### config.mk
export PLATFORM = sky130hd
export DESIGN_NAME = ai_best_match_flat
export DESIGN_NICKNAME = d
export VERILOG_FILES = /design/src/rtl/ai_best_match_if.sv /design/src/rtl/ai_best_match.sv /design/src/flat_wrapper.sv
export SDC_FILE = /design/constraint.sdc
export NUM_CORES = 1
export LEC_CHECK = 0
export CORE_UTILIZATION = 39
export DETAILED_ROUTE_END_ITERATION = 10
export HOLD_SLACK_MARGIN = 0.15
export PLACE_DENSITY = 0.65
export SYNTH_ARGS = -nofsm -noshare
export SYNTH_HDL_FRONTEND = slang
export SYNTH_SLANG_ARGS = --single-unit
### constraint.sdc
create_clock -name clk -period 3.9 [get_ports clk]
set_input_delay 0.39 -clock clk [delete_from_list [all_inputs] [get_ports clk]]
set_output_delay 0.39 -clock clk [all_outputs]
set_load 0.01 [all_outputs]
### src/rtl/ai_best_match_if.sv
// Bundles the accumulator-side sum stream, the pass control inputs and the
// match result outputs of the best-match stage into one port group.
interface ai_best_match_if #(
  parameter int SUM_W = 32,
  parameter int ID_W  = 5
);
  logic             init;
  logic [ID_W-1:0]  templ_last;
  logic [SUM_W-1:0] reject_thr;
  logic [SUM_W-1:0] sum_in;
  logic             sum_rdy;
  logic [ID_W-1:0]  best_id;
  logic [SUM_W-1:0] best_sum;
  logic             match_valid;
  logic             match_reject;
  logic             busy;
  logic             stray_err;

  // Upstream side: starts passes, streams sums and consumes the result.
  modport master (
    output init, templ_last, reject_thr, sum_in, sum_rdy,
    input  best_id, best_sum, match_valid, match_reject, busy, stray_err
  );

  // Best-match stage side.
  modport slave (
    input  init, templ_last, reject_thr, sum_in, sum_rdy,
    output best_id, best_sum, match_valid, match_reject, busy, stray_err
  );
endinterface

### src/rtl/ai_best_match.sv
// Minimum-distance template selector. Tracks the smallest distance sum and
// its template index over one classification pass, then reports the winner,
// its distance and a reject flag for one cycle. Results hold until the next
// pass starts.
module ai_best_match #(
  parameter int SUM_W = 32,
  parameter int ID_W  = 5
) (
  input  logic           clk,
  input  logic           rst,
  ai_best_match_if.slave bus
);

  typedef enum logic [1:0] {
    IDLE    = 2'd0,
    COLLECT = 2'd1,
    DONE    = 2'd2
  } state_t;

  state_t           state, state_n;
  logic [ID_W-1:0]  idx, idx_n;
  logic [ID_W-1:0]  last_q, last_n;
  logic [SUM_W-1:0] thr_q, thr_n;
  logic [ID_W-1:0]  best_id_q, best_id_n;
  logic [SUM_W-1:0] best_sum_q, best_sum_n;
  logic             valid_q, valid_n;
  logic             reject_q, reject_n;
  logic             stray_q, stray_n;
  logic             busy_q;

  // Next-state and next-value logic; init always wins over any sum that
  // arrives in the same cycle, so that sum is simply never looked at.
  always_comb begin
    state_n    = state;
    idx_n      = idx;
    last_n     = last_q;
    thr_n      = thr_q;
    best_id_n  = best_id_q;
    best_sum_n = best_sum_q;
    valid_n    = 1'b0;
    reject_n   = reject_q;
    stray_n    = stray_q;

    if (bus.init) begin
      state_n    = COLLECT;
      idx_n      = '0;
      last_n     = bus.templ_last;
      thr_n      = bus.reject_thr;
      best_id_n  = '0;
      best_sum_n = '1;
      reject_n   = 1'b0;
      stray_n    = 1'b0;
    end else begin
      case (state)
        IDLE: begin
          if (bus.sum_rdy) begin
            stray_n = 1'b1;
          end
        end
        COLLECT: begin
          if (bus.sum_rdy) begin
            if (bus.sum_in < best_sum_q) begin
              best_sum_n = bus.sum_in;
              best_id_n  = idx;
            end
            if (idx == last_q) begin
              state_n  = DONE;
              valid_n  = 1'b1;
              reject_n = (best_sum_n > thr_q);
            end else begin
              idx_n = idx + 1'b1;
            end
          end
        end
        DONE: begin
          state_n = IDLE;
          if (bus.sum_rdy) begin
            stray_n = 1'b1;
          end
        end
        default: begin
          state_n = IDLE;
        end
      endcase
    end
  end

  // State and output registers with synchronous active-low reset.
  always_ff @(posedge clk) begin
    if (!rst) begin
      state      <= IDLE;
      idx        <= '0;
      last_q     <= '0;
      thr_q      <= '0;
      best_id_q  <= '0;
      best_sum_q <= '1;
      valid_q    <= 1'b0;
      reject_q   <= 1'b0;
      stray_q    <= 1'b0;
      busy_q     <= 1'b0;
    end else begin
      state      <= state_n;
      idx        <= idx_n;
      last_q     <= last_n;
      thr_q      <= thr_n;
      best_id_q  <= best_id_n;
      best_sum_q <= best_sum_n;
      valid_q    <= valid_n;
      reject_q   <= reject_n;
      stray_q    <= stray_n;
      busy_q     <= (state_n != IDLE);
    end
  end

  assign bus.best_id      = best_id_q;
  assign bus.best_sum     = best_sum_q;
  assign bus.match_valid  = valid_q;
  assign bus.match_reject = reject_q;
  assign bus.busy         = busy_q;
  assign bus.stray_err    = stray_q;

endmodule

### src/flat_wrapper.sv
// flat-port wrapper written by rule: the top's interface ports become plain ports
module ai_best_match_flat 
#(
  parameter int SUM_W = 32,
  parameter int ID_W  = 5
)
  (clk, rst, bus_init, bus_templ_last, bus_reject_thr, bus_sum_in, bus_sum_rdy, bus_best_id, bus_best_sum, bus_match_valid, bus_match_reject, bus_busy, bus_stray_err);
  ai_best_match_if #(.SUM_W(SUM_W), .ID_W(ID_W)) bus_i ();
  input  logic clk;
  input  logic rst;
  input wire logic [$bits(bus_i.init)-1:0] bus_init;
  input wire logic [$bits(bus_i.templ_last)-1:0] bus_templ_last;
  input wire logic [$bits(bus_i.reject_thr)-1:0] bus_reject_thr;
  input wire logic [$bits(bus_i.sum_in)-1:0] bus_sum_in;
  input wire logic [$bits(bus_i.sum_rdy)-1:0] bus_sum_rdy;
  output wire logic [$bits(bus_i.best_id)-1:0] bus_best_id;
  output wire logic [$bits(bus_i.best_sum)-1:0] bus_best_sum;
  output wire logic [$bits(bus_i.match_valid)-1:0] bus_match_valid;
  output wire logic [$bits(bus_i.match_reject)-1:0] bus_match_reject;
  output wire logic [$bits(bus_i.busy)-1:0] bus_busy;
  output wire logic [$bits(bus_i.stray_err)-1:0] bus_stray_err;
  assign bus_i.init = bus_init;
  assign bus_i.templ_last = bus_templ_last;
  assign bus_i.reject_thr = bus_reject_thr;
  assign bus_i.sum_in = bus_sum_in;
  assign bus_i.sum_rdy = bus_sum_rdy;
  assign bus_best_id = bus_i.best_id;
  assign bus_best_sum = bus_i.best_sum;
  assign bus_match_valid = bus_i.match_valid;
  assign bus_match_reject = bus_i.match_reject;
  assign bus_busy = bus_i.busy;
  assign bus_stray_err = bus_i.stray_err;
  ai_best_match #(.SUM_W(SUM_W), .ID_W(ID_W)) u_core (.clk(clk), .rst(rst), .bus(bus_i));
endmodule
==> flow_summary.json <==
{
  "yosys.area.top_type": "dfxtp_1",
  "period_share_pct": 97.1,
  "core_region_area_um2": 13300,
  "maxCapViolations": 0,
  "grt-busiest-layer": "met2",
  "ys_types": 46,
  "slew_violations": 0,
  "syn_inst": 598,
  "clk_pin_slew_ns": 0.06,
  "cts_inserted_buffers": 9,
  "cp_max_fo": 13,
  "fin_ws_ns": 0.113,
  "num_vias": 4780,
  "final_cell_mix": "110 x clkdlybuf4s50_1, 83 x dfxtp_1, 71 x nand3_1",
  "rows": 42,
  "gp_congestion": 0.881,
  "synth_area_um2": 5380,
  "final_common_cell": "clkdlybuf4s50_1",
  "slew_headroom_pct": 38.3,
  "r2r-start": "u_core.bus.best_sum[25]",
  "period_needed_ns": 3.79,
  "yosysTopAreaCellShare_pct": 31.6,
  "initial_utilization_pct": 40.3,
  "placedCellCount": 907,
  "p_leak_nw": 3.40,
  "whs_ns": 0.443,
  "cts_max_level": 3,
  "grt_use_total_pct": 21.8,
  "cp_data_arrival_time_ns": 4.02,
  "io_pins": 114,
  "syn_avg_cell_area_um2": 9.00,
  "die_height_um": 119,
  "clock-sinks": 85,
  "use_met1_pct": 25.2,
  "io_buffers": 113,
  "yosysSeqAreaShare_pct": 31.6,
  "antenna_left": 0,
  "final-setup-viol-count": 0,
  "cts_tree": "yes",
  "dp_worst_setup_slack_ns": -0.272,
  "overflow": 0,
  "drive_above_1_share_pct": 15.9,
  "insertedDiodeCount": 0,
  "ys.warnings.count": 0,
  "via_per_inst": 5.17,
  "synth_seq_cells": 85,
  "synth_edf_count": 0,
  "grt_max_degree": 41,
  "synth_area_leaders": "dfxtp_1 32%, ha_1 15%, mux2_4 8.1%, mux2i_1 7.3%, nand3_1 6.6%",
  "grt_pass1_vias": 4915,
  "worst_slew_pin_slew_ns": 0.921,
  "gr-usage-met3_pct": 7.03,
  "avgRoutedWirePerCell_um": 16.3,
  "nets": 881,
  "gr-usage-met2_pct": 38.2,
  "ir_worst_vdd_mv": 0.275,
  "drt_first_iter_violations": 223,
  "fmax_mhz": 264,
  "reg2reg_depth": 16,
  "finalHoldViolCount": 0,
  "synth_nets": 735,
  "crit_type": "in -> reg",
  "critPathCaptureType": "flip-flop",
  "cts_root_buf": "clkbuf_16",
  "cp-start-kind": "input port",
  "holdCritStartpoint": "bus_init",
  "drc": 0,
  "final.setup_skew_ns": 0.00813,
  "final_cells": 924,
  "dp_hpwl_um": 11400,
  "first_pass_iters": 4,
  "drt_wl_total_um": 15100,
  "cp.required_ns": 4.13,
  "clock_latency_ns": 0.35,
  "hold_class": "in -> reg",
  "fp.dieW_um": 119,
  "finalSetupTns_ns": 0,
  "grt_pass1_wl_um": 24300,
  "async_flop_share_pct": 0,
  "clk_path_buf_depth": 2,
  "worstSetupStartpoint": "bus_sum_in[26]",
  "antenna_found_initial": 0,
  "syn_to_final_growth_pct": 36.4,
  "outcome": "complete, no violations",
  "total_power_mw": 2.25,
  "synth_flop_cell": "dfxtp_1",
  "rrSetupSlack_ns": 0.17,
  "power_density_nw_per_um2": 306,
  "die_area_um2": 14300,
  "worstHoldPathCells": 3
}
where the power goes:
| group | switching, mW | total (mW) | internal (mW) | leakage [nW] |
|---|---|---|---|---|
| Sequential | 0.0252 | 0.930 | 0.904 | 0.695 |
| Combinational | 0.211 | 0.472 | 0.261 | 2.57 |
| Clock | 0.353 | 0.845 | 0.492 | 0.132 |
cell usage after synthesis, drive strengths merged (2+ instances only):
cell,instances
a211oi,3
a21o,6
a21oi,28
a31oi,2
and2,2
buf,12
clkbuf,20
dfxtp,85
ha,64
inv,63
mux2,31
mux2i,39
nand2,14
nand2b,2
nand3,71
nand4,13
nor2,15
nor2b,44
nor3,4
o211ai,4
o21ai,51
o311a,2
xnor2,5
xor2,4
worst max-delay path, cell delays in order:
cell and delay [ns]:
clkdlybuf4s50_1 0.45, ha_1 0.32, nand4_1 0.13, or4_4 0.59
a31oi_4 0.21, nor4b_4 0.09, buf_4 0.15, buf_12 0.15
mux2_4 0.29, ha_1 0.28, nor2b_1 0.13, o211ai_1 0.16
a21oi_1 0.09, a211o_1 0.27, a41oi_1 0.21, a31oi_1 0.10
state kept, by name, indices dropped and copies added (netlist names):
register                 cells
u_core.bus.best_sum         32
u_core.thr_q                32
u_core.bus.best_id           5
u_core.idx                   5
u_core.last_q                5
u_core.state                 2
u_core.bus.busy              1
u_core.bus.match_reject      1
u_core.bus.match_valid       1
u_core.bus.stray_err         1
metal layers:
layer | up-vias | share of wire (%)
met5 | - | 0
met4 | 0 | 1.5
met3 | 18 | 6.0
met2 | 131 | 50
met1 | 2243 | 43
li1 | 2388 | -
path summary, 6_finish.rpt:
kind | to
worst max-delay path | u_core.bus.match_reject
worst min-delay path | u_core.bus.best_sum[29]
worst max register to register | u_core.bus.match_reject
worst min register to register | u_core.bus.stray_err
kinds of logic (layout without fill, tap and decap cells):
kind of cell               count (synthesis)  count (layout)  share of synthesized area (%)
adders and majority gates                 64              64                           14.9
AOI/OAI and AO/OA                        103             103                           11.4
muxes                                     70              70                           15.8
buffers and inverters                     95             245                           7.44
and+or+nand+nor                          172             172                           17.5
DFF                                       85              85                           31.6
xor gates and xnor gates                   9               9                           1.46
through the flow:
step                util, %  cell area [um2]
finish                 55.0             7340
global route           55.0             7340
CTS                    54.4             7260
detailed placement     52.3             6980
global placement       52.3             6980
floorplan                 -             5380
cell type report:
type	count	area, um2
Timing Repair Buffer	167	1550
Clock buffer	11	233
Inverter	63	236
Clock inverter	4	50.0
Multi-Input combinational cell	418	3350
Sequential cell	85	1700
Tap cell	176	220
Fill cell	1214	6010
repair_timing:
action / in CTS / in global routing
hold buffers: 0 / 0
gates resized for setup: 0 / 14
setup buffers: 0 / 2
setup endpoints to repair: 0 / 1
Note: power is estimated with default switching activity, not from simulation.
